===== config.mk =====
export PLATFORM = sky130hd
export DESIGN_NAME = objective
export DESIGN_NICKNAME = d
export VERILOG_FILES = /design/src/rtl/machina_pkg.sv /design/src/rtl/objective.sv
export SDC_FILE = /design/constraint.sdc
export NUM_CORES = 1
export LEC_CHECK = 0
export CAP_MARGIN = 20
export CORE_ASPECT_RATIO = 0.7
export CORE_MARGIN = 1
export CORE_UTILIZATION = 41
export DETAILED_ROUTE_END_ITERATION = 7
export GPL_ROUTABILITY_DRIVEN = 0
export PLACE_DENSITY = 0.76
export SETUP_SLACK_MARGIN = 0.15
export SLEW_MARGIN = 30
export SYNTH_ARGS = -nofsm -noshare
export SYNTH_HDL_FRONTEND = slang
export SYNTH_SLANG_ARGS = --single-unit

===== constraint.sdc =====
create_clock -name clock -period 2.8 [get_ports clock]
set_clock_uncertainty 0.1 [all_clocks]
set_input_delay 0.56 -clock clock [delete_from_list [all_inputs] [get_ports clock]]
set_output_delay 0.56 -clock clock [all_outputs]
set_load 0.05 [all_outputs]

===== src/rtl/machina_pkg.sv =====
// Shared fixed-point types and helpers for the machina neuron datapath.
// Q8.8 values travel as fix_t; intermediate sums and differences use wide_t.
package machina_pkg;

  typedef logic signed [15:0] fix_t;
  typedef logic signed [16:0] wide_t;

  localparam fix_t FIX_MAX = 16'sh7FFF;
  localparam fix_t FIX_MIN = 16'sh8000;

  // Clamp a 17-bit signed value into the Q8.8 range; overflow shows as
  // disagreement between the two top bits.
  function automatic fix_t saturate(input wide_t x);
    if (x[16] != x[15]) begin
      return x[16] ? FIX_MIN : FIX_MAX;
    end
    return fix_t'(x[15:0]);
  endfunction

endpackage


===== src/rtl/objective.sv =====
// Training-side terminator of a product neuron chain: forwards the prediction
// downstream and, in training mode, returns the scaled saturated error.
module objective
  import machina_pkg::*;
#(
  parameter int unsigned K = 0
) (
  input  logic        clock,
  input  logic        reset,
  input  logic        train,
  input  logic        argument_valid,
  input  logic [15:0] argument_data,
  output logic        argument_ready,
  output logic        result_valid,
  output logic [15:0] result_data,
  input  logic        result_ready,
  input  logic        target_valid,
  input  logic [15:0] target_data,
  output logic        target_ready,
  output logic        error_valid,
  output logic [15:0] error_data,
  input  logic        error_ready
);

  typedef enum logic [1:0] {
    ARG,
    RES,
    TGT,
    ERR
  } state_t;

  state_t state_q, state_d;
  logic   mode_q, mode_d;
  logic   result_valid_q, result_valid_d;
  logic   error_valid_q, error_valid_d;
  fix_t   prediction_q, prediction_d;
  fix_t   error_q, error_d;

  wide_t  diff;
  wide_t  shifted;
  fix_t   error_next;

  // Both operands are sign-extended first, so the difference never wraps.
  always_comb begin
    diff       = wide_t'($signed(target_data)) - wide_t'(prediction_q);
    shifted    = diff >>> K;
    error_next = saturate(shifted);
  end

  always_comb begin
    state_d      = state_q;
    mode_d       = mode_q;
    prediction_d = prediction_q;
    error_d      = error_q;
    unique case (state_q)
      ARG: if (argument_valid) begin
        prediction_d = fix_t'(argument_data);
        mode_d       = train;
        state_d      = RES;
      end
      RES: if (result_ready) begin
        state_d = mode_q ? TGT : ARG;
      end
      TGT: if (target_valid) begin
        error_d = error_next;
        state_d = ERR;
      end
      ERR: if (error_ready) begin
        state_d = ARG;
      end
      default: state_d = ARG;
    endcase
    result_valid_d = (state_d == RES);
    error_valid_d  = (state_d == ERR);
  end

  always_ff @(posedge clock or posedge reset) begin
    if (reset) begin
      state_q        <= ARG;
      mode_q         <= 1'b0;
      result_valid_q <= 1'b0;
      error_valid_q  <= 1'b0;
    end else begin
      state_q        <= state_d;
      mode_q         <= mode_d;
      result_valid_q <= result_valid_d;
      error_valid_q  <= error_valid_d;
    end
  end

  // NOTE: payload registers are deliberately left out of reset; they are only
  // observed behind a valid that reset already clears.
  always_ff @(posedge clock) begin
    prediction_q <= prediction_d;
    error_q      <= error_d;
  end

  assign argument_ready = (state_q == ARG);
  assign target_ready   = (state_q == TGT);
  assign result_valid   = result_valid_q;
  assign result_data    = prediction_q;
  assign error_valid    = error_valid_q;
  assign error_data     = error_q;

endmodule


# Word-level counts from Yosys, hierarchy flattened
# Index checks and enable logic that the tools add are counted.
[classes]
addsub = 1
eq_ne = 6
muxes = 10
reduce_logical = 3
[ops]
columns = ["operator", "count"]
rows = [
  ["16-bit 2-to-1 mux", 3],
  ["16-bit by 16-bit subtractor with 17-bit output", 1],
  ["2-bit 2-to-1 mux", 5],
  ["2-bit one-hot mux with 4 select lines", 1],
  ["2-bit equality test (second input constant)", 3],
  ["2-bit by 1-bit equality test with 1-bit output (second input constant)", 2],
  ["2-bit AND reduction", 2],
  ["2-bit logical NOT", 1],
  ["1-bit 2-to-1 mux", 1],
  ["1-bit inequality test", 1],
]
[word_totals]
wordCells = 26
reg_bits = 37
inputBits = 39
output_inout_bits = 36

# Depth between registers and ports, before layout
# Gate-level depths: netlist (run 1).
[logic_depth]
depth_word = 4
mapped_depth = 11
ltp_nobuf = 10

# Worst setup path before layout (run 1)
# OpenSTA, ideal clock, no wires.
[synth_path]
path_kind = "register to register"
startpoint = "register prediction_q[0], in the netlist result_data[0]"
endpoint = "register error_q[10], in the netlist error_data[10], data pin"
path_slack_ps = -191
synth_period_minus_slack_ps = 2991
stages_incl_launch_ff = 11
t_required_ps = 2439
setup_time_ps = 261
arrival_ps = 2630
n_path_buf = 1
path_cell_list = "edfxtp_1 ha_1 inv_1 fa_1 a21o_1 a311oi_2 nor3_2 nor2_4 o31ai_4 buf_6 maj3_2"
[synth_between]
elab_chain_cells = 4
elab_cells_between_ends = 6
classes_between = "add/sub: 1; eq/ne: 1; mux: 4"
[synth_rtl]
columns = ["element", "line_no", "text"]
rows = [
  ["start: declaration", "objective.sv:36", "fix_t prediction_q, prediction_d;"],
  ["start signal: assignment", "objective.sv:94", "prediction_q <= prediction_d;"],
  ["16-bit by 16-bit subtractor with 17-bit output (*)", "objective.sv:45", "diff = wide_t'($signed(target_data)) - wide_t'(prediction_q);"],
  ["16-bit 2-to-1 mux or 1-bit inequality test (tied branches)", "machina_pkg.sv:15, machina_pkg.sv:14", ""],
  ["16-bit 2-to-1 mux or 1-bit 2-to-1 mux (tied branches)", "machina_pkg.sv:14", "if (x[16] != x[15]) begin"],
  ["16-bit 2-to-1 mux (*)", "machina_pkg.sv:17", "return fix_t'(x[15:0]);"],
  ["net error_next[10]", "objective.sv:41", "fix_t error_next;"],
  ["end signal: assignment", "objective.sv:95", "error_q <= error_d;"],
  ["end: declaration", "objective.sv:37", "fix_t error_q, error_d;"],
]
# The timed path passes the listed nets; every way through them passes the cells marked *. The select of a mux whose other input is x is not followed.
# A chain may end at the register's enable or synchronous reset.

# Worst setup path in the final report (run 1)
[layout_path]
startpoint = "input port target_data[0]"
endpoint = "register error_q[10], in the netlist error_data[10], data pin"
[layout_between]
elab_chain_cells = 4
elab_cells_between_ends = 6
classes_between = "add/sub: 1; eq/ne: 1; mux: 4"
[layout_rtl]
columns = ["element", "line_no", "text"]
rows = [
  ["start: declaration", "objective.sv:18", "input logic [15:0] target_data,"],
  ["16-bit by 16-bit subtractor with 17-bit output (*)", "objective.sv:45", ""],
  ["16-bit 2-to-1 mux or 1-bit inequality test (tied branches)", "machina_pkg.sv:15, machina_pkg.sv:14", ""],
  ["16-bit 2-to-1 mux or 1-bit 2-to-1 mux (tied branches)", "machina_pkg.sv:14", ""],
  ["16-bit 2-to-1 mux (*)", "machina_pkg.sv:17", ""],
  ["net error_next[10]", "objective.sv:41", ""],
]
# Marked as above.

==> impl_metrics.json, run 1 <==
{
  "setup_violations": 0,
  "antenna_left": 0,
  "relSlewSlack_pct": 66.17,
  "place.port_buffers": 74,
  "startpoint_type": "primary input",
  "min_period_ns": 2.568,
  "grt_pass1_vias": 1864,
  "grt_usage_pct": 19.42,
  "max_cap_violations": 0,
  "design_power_total_w": 0.003016,
  "drc": 0,
  "clk_latency_ns": 0.29,
  "grt_max_degree": 17,
  "place_ws_ns": -0.4344,
  "cp_data_required_time_ns": 2.74,
  "drive_gt1_share_pct": 32.38,
  "path_clk_slew_ns": 0.07,
  "die_width_um": 89.99,
  "p_sw_share_pct": 39.78,
  "coreArea_um2": 5230,
  "p_per_area_nw_per_um2": 813.2,
  "via_count": 1871,
  "max_freq_mhz": 389.4,
  "fp-row-count": 22,
  "synth_edf_count": 32,
  "synth_seq_cells": 37,
  "combPwrFrac_pct": 59.6,
  "initial_core_util_pct": 42.49,
  "p_seq_share_pct": 27.8,
  "grt_overflow": 0,
  "p_leak_nw": 1.508,
  "drv_slew": 0,
  "grt_pass1_wl_um": 8631,
  "hold_viol": 0,
  "clock_sinks": 37,
  "synthToLayoutAreaGrowth_pct": 66.89,
  "dieArea_um2": 5723,
  "drtIter0Drc": 84,
  "cts_buffer_depth": 2,
  "hold_path_class": "primary input to asynchronous set/reset pin",
  "p_int_w": 0.001816,
  "tightest_slew_ns": 0.5059,
  "htreeDepth": 2,
  "die-height_um": 63.60,
  "clock-root-buffer": "clkbuf_8",
  "power.share.clock_pct": 12.6,
  "p_sw_w": 0.001199,
  "async_flop_share_pct": 13.51,
  "ys.warnings.count": 0,
  "fin_nets": 370,
  "cts_tree": "yes",
  "fillers": 390,
  "synth-seq-area-share_pct": 48.87,
  "ys.flop_type": "edfxtp_1",
  "place_hpwl_um": 3623,
  "synthDistinctLibCells": 48,
  "ir_drop_mv": 0.4753,
  "status": "finished clean",
  "synth.net_count": 245,
  "viasPerCell": 4.835,
  "rsz0062_at_grt": "false",
  "arrival_ns": 2.51,
  "routed_wl_um": 5228,
  "cts_hold_buf": 0,
  "netlist_area_um2": 2222,
  "fin_area_um2": 3709,
  "avgRoutedWirePerCell_um": 13.51,
  "setup_ws_ns": 0.2318,
  "dr.pass1.iters": 4,
  "fin_crit_sh_pct": 91.72,
  "io_pins": 75,
  "end_kind": "register",
  "n_antenna_cell": 0,
  "critPathKind": "primary input to register",
  "syn_area_per_cell_um2": 11.76,
  "crit_path_max_fanout": 3,
  "antenna_found_initial": 0,
  "numCtsBuffers": 5,
  "dpl_cell_area_um2": 3279,
  "synth_cells": 189
}
## logic make-up after synthesis
logic type | count (synthesis) | share of synthesized area (%)
xor gates and xnor gates | 11 | 4.673
DFF | 37 | 48.87
buffers and inverters | 24 | 4.898
and+or+nand+nor | 40 | 9.629
muxes | 2 | 0.9572
AOI/OAI and AO/OA | 43 | 13.79
adders and majority gates | 32 | 17.17
## final cells by class
class                   count  area (um2)  area share [%]
clock buffers               8       90.09           2.429
inverters                  20       75.07           2.024
multi-input cells         129        1242           33.50
flip-flops and latches     37        1086           29.28
well taps                  72       90.09           2.429
repair buffers            121        1125           30.33
## stage by stage
stage	utilization, %	hold WS, ns	instances	setup TNS, ns
5_1_grt	70.91	0.3902	387	0
6_report	70.91	0.3634	387	0
3_5_place_dp	62.70	0.4045	365	-6.356
2_1_floorplan	-	0.2385	189	-0.7515
3_3_place_gp	62.70	0.3972	365	-5.686
4_1_cts	70.26	0.3640	386	0
## power groups by stage
stage / combinational, W / clock [W] / sequential [W]
finish: 0.00180 / 0.000381 / 0.000838
detailed placement: 0.00151 / 0 / 0.000848
global route: 0.00191 / 0.000416 / 0.000854
global placement: 0.00149 / 0 / 0.000845
CTS: 0.00176 / 0.000389 / 0.000839
floorplan: 0.000720 / 0 / 0.00115
## final timing paths
path / startpoint / to / slack (ns) / depth (start not counted)
setup / recovery: target_data[0] / error_data[10] / 0.23 / 11
hold / removal: reset / state_q[0] / 0.36 / 2
setup reg to reg: result_data[0] / error_data[10] / 0.25 / 9
hold reg to reg: state_q[1] / result_valid / 0.41 / 1
max in group asynchronous: reset / state_q[1] / 2.07 / 2
min in group clock: state_q[1] / result_valid / 0.41 / 1
## synthesized netlist by cell type, types with 2 or more instances
library cell	n	area (um2)
xor2_1	4	35.03
dfrtp_1	5	125.1
o22ai_1	2	12.51
nor2_1	8	30.03
maj3_1	6	60.06
a21oi_1	16	80.08
nand3_1	4	20.02
o21ai_0	4	20.02
edfxtp_1	32	960.9
inv_1	20	75.07
ha_1	16	200.2
nand2b_1	4	25.02
xnor2_1	6	52.55
o21a_1	2	15.01
nand2_1	11	41.29
a21o_1	6	45.04
and2_1	2	12.51
buf_6	2	22.52
maj3_2	9	101.4
or3_1	2	12.51
## critical path, cell delays in order
cell and delay [ns]:
buf_2 0.10, inv_2 0.06, ha_4 0.13, inv_2 0.03, fa_2 0.32, a21o_1 0.22, a311oi_4 0.31, nor3b_2 0.11
a21bo_2 0.21, xor2_1 0.14, maj3_2 0.31
## what timing repair did
item                                   CTS  global route
buffers inserted                        11             1
gates resized for setup                 46             5
cloned                                   2             0
endpoints found under the hold margin    0             0
pin swaps                               25            18
setup endpoints to repair               16            15
## layer usage
metal / vias up / global-route usage, % / wire length [um]
li1: 940 / - / -
met5: - / 0 / 0
met2: 76 / 30.10 / 2337
met4: 0 / 7.258 / 82
met1: 846 / 25.76 / 2449
met3: 9 / 5.797 / 358
## flip-flops by register name, indices dropped and copies added (netlist names)
signal / flops
result_valid: 1
result_data: 16
error_data: 16
error_valid: 1
mode_q: 1
state_q: 2
## placed cells by master, fill, tap and decap left out, types with 3 or more instances in the layout
cell | synthesis | routed
a21o_1 | 6 | 6
a21oi_1 | 16 | 13
a21oi_2 | 1 | 3
buf_4 | 1 | 41
buf_6 | 2 | 4
clkbuf_8 | 0 | 6
clkdlybuf4s50_1 | 0 | 61
dfrtp_1 | 5 | 5
dlygate4sd2_1 | 0 | 11
edfxtp_1 | 32 | 32
ha_1 | 16 | 8
ha_4 | 0 | 8
inv_1 | 20 | 18
maj3_2 | 9 | 15
nand2_1 | 11 | 10
nand2b_1 | 4 | 4
nand3_1 | 4 | 3
nor2_1 | 8 | 8
o21ai_0 | 4 | 3
xnor2_1 | 6 | 5
xor2_1 | 4 | 4
Power figures use the tool's default switching activity.
==> run 2, diff against run 1 <==
--- a/config.mk
+++ b/config.mk
@@ -8,10 +8,9 @@
 export CAP_MARGIN = 20
 export CORE_ASPECT_RATIO = 0.7
 export CORE_MARGIN = 1
-export CORE_UTILIZATION = 41
+export CORE_UTILIZATION = 25
 export DETAILED_ROUTE_END_ITERATION = 7
 export GPL_ROUTABILITY_DRIVEN = 0
-export PLACE_DENSITY = 0.76
 export SETUP_SLACK_MARGIN = 0.15
 export SLEW_MARGIN = 30
 export SYNTH_ARGS = -nofsm -noshare
==> run 2 against run 1 <==
Effect of this change:
- flip-flop and latch count stayed put
- global-route usage fell by 7.2 points
- power rose by 4.5%
- routed wire length up 4.6%
- first-iteration DRC count is 26% lower
- clock power is 41% higher
- design area grew 2.4%
- cell count rose by 13%
- register-to-register slack got worse by 0.04 ns
- critical endpoint unchanged
- largest power group unchanged
==> impl_metrics.json, run 2 (same netlist as run 1, synthesis figures left out) <==
{
  "fin_crit_sh_pct": 92.44,
  "io_pins": 75,
  "drv_slew": 0,
  "power.share.clock_pct": 17.0,
  "final_cell_mix": "61 x clkdlybuf4s50_1, 43 x buf_4, 32 x edfxtp_1",
  "synthToLayoutAreaGrowth_pct": 70.95,
  "tightest_slew_ns": 0.5154,
  "coreArea_um2": 8548,
  "critPathMaxStageDelay_ns": 0.37,
  "path_clk_slew_ns": 0.06,
  "viasPerCell": 4.193,
  "drtIter0Drc": 62,
  "drive_gt1_share_pct": 31.75,
  "use_met2_pct": 18.48,
  "place.port_buffers": 74,
  "hold_viol": 0,
  "finish.utilization_pct": 44.44,
  "fillers": 810,
  "max_freq_mhz": 386.4,
  "grt_overflow": 0,
  "rsz0062_at_grt": "false",
  "min_period_ns": 2.588,
  "clock_sinks": 37,
  "p_sw_share_pct": 38.83,
  "end_kind": "register",
  "critPathKind": "primary input to register",
  "layout_commonest_cell": "clkdlybuf4s50_1",
  "crit_chain": "dlygate4sd2_1 -> fa_2 -> a21o_1 -> a311oi_4 -> nor3b_2 -> a21bo_2 -> xor2_1 -> maj3_2",
  "cts_tree": "yes",
  "multiInputGateArea_um2": 1225,
  "status": "finished clean",
  "relSlewSlack_pct": 65.53,
  "fin_nets": 370,
  "p_per_area_nw_per_um2": 829.7,
  "place_inst": 410,
  "setup_violations": 0,
  "clock-root-buffer": "clkbuf_16",
  "place_hpwl_um": 4178,
  "grtUsageMet1_pct": 15.87,
  "crit_path_max_fanout": 3,
  "cp_slowest_cell": "fa_2",
  "avgRoutedWirePerCell_um": 12.55,
  "initial_core_util_pct": 26.00,
  "combPwrFrac_pct": 56.4,
  "max_cap_violations": 0,
  "hold_path_class": "primary input to asynchronous set/reset pin",
  "routed_wl_um": 5471,
  "antenna_left": 0,
  "design_power_total_w": 0.003152,
  "r2r_slack_ns": 0.21,
  "regArea_um2": 1086,
  "grt_usage_pct": 12.25,
  "whs_ns": 0.3788,
  "p_seq_share_pct": 26.6,
  "dr.pass1.iters": 5,
  "antenna_found_initial": 1,
  "p_int_w": 0.001928,
  "busiest_layer": "met2",
  "drc": 0,
  "p_sw_w": 0.001224,
  "die-height_um": 80.88,
  "via_count": 1828,
  "die_width_um": 114.7,
  "clk_latency_ns": 0.28,
  "fin_cells": 436,
  "r2r-start": "result_data[0]",
  "cts_hold_buf": 0,
  "arrival_ns": 2.52,
  "crit_path_start": "target_data[1]",
  "htreeDepth": 2,
  "p_leak_nw": 1.520,
  "ir_drop_mv": 0.3043,
  "dieArea_um2": 9276,
  "grt_pass1_wl_um": 8597,
  "grt_pass1_vias": 1795,
  "cts_buffer_depth": 2,
  "numCtsBuffers": 5,
  "startpoint_type": "primary input",
  "grt_max_degree": 17,
  "use_met3_pct": 5.821,
  "cp_data_required_time_ns": 2.73,
  "fp-row-count": 28
}
-- run 2: critical path, delay by kind of cell --
| kind | cells | cell delay (ns) |
|---|---|---|
| AO/OA/AOI/OAI | 3 | 0.76 |
| adder cells (fa/ha/maj) | 2 | 0.68 |
| XOR/XNOR | 1 | 0.15 |
| AND/OR/NAND/NOR | 1 | 0.11 |
| buffers and inverters | 1 | 0.27 |
-- run 2: metrics by stage --
stage / cell area (um2) / TNS, ns / setup WS [ns]
global placement: 3317 / -6.402 / -0.4370
floorplan: 2227 / -0.7515 / -0.08599
global route: 3799 / 0 / 0.1369
CTS: 3759 / 0 / 0.1171
finish: 3799 / 0 / 0.2118
detailed placement: 3317 / -6.907 / -0.4556
-- run 2: power groups by stage --
stage                     clock network, W  registers [W]  logic (W)
after floorplan                          0        0.00115   0.000720
after CTS                         0.000551       0.000839    0.00177
after detailed placement                 0       0.000849    0.00152
final                             0.000537       0.000837    0.00178
after global placement                   0       0.000851    0.00150
after global routing              0.000579       0.000854    0.00191
-- run 2: path summary, 6_finish.rpt --
path | end | cells past startpoint
max in group asynchronous | mode_q | 2
max | error_data[10] | 8
min reg2reg | mode_q | 1
min | error_valid | 2
max reg2reg | error_data[10] | 9
min in group clock | mode_q | 1
-- run 2: routing by layer --
layer	up-vias	part of all wire (%)
met2	52	43
met4	0	0.15
met3	2	8.3
met1	839	49
li1	935	-
met5	-	0
-- run 2: repair_timing --
| action | in CTS | in global routing |
|---|---|---|
| gates cloned | 2 | 0 |
| resized for setup | 46 | 3 |
| pin swaps | 38 | 11 |
| setup endpoints to repair | 16 | 15 |
| endpoints found under the hold margin | 0 | 0 |
| setup buffers | 14 | 1 |
-- run 2: layout make-up --
class                   count  area share [%]
diodes                      1         0.06588
clock buffers               5           3.294
clock inverters             3          0.3294
inverters                  20           2.042
multi-input cells         129           32.25
flip-flops and latches     37           28.59
well taps                 120           3.953
repair buffers            121           29.48
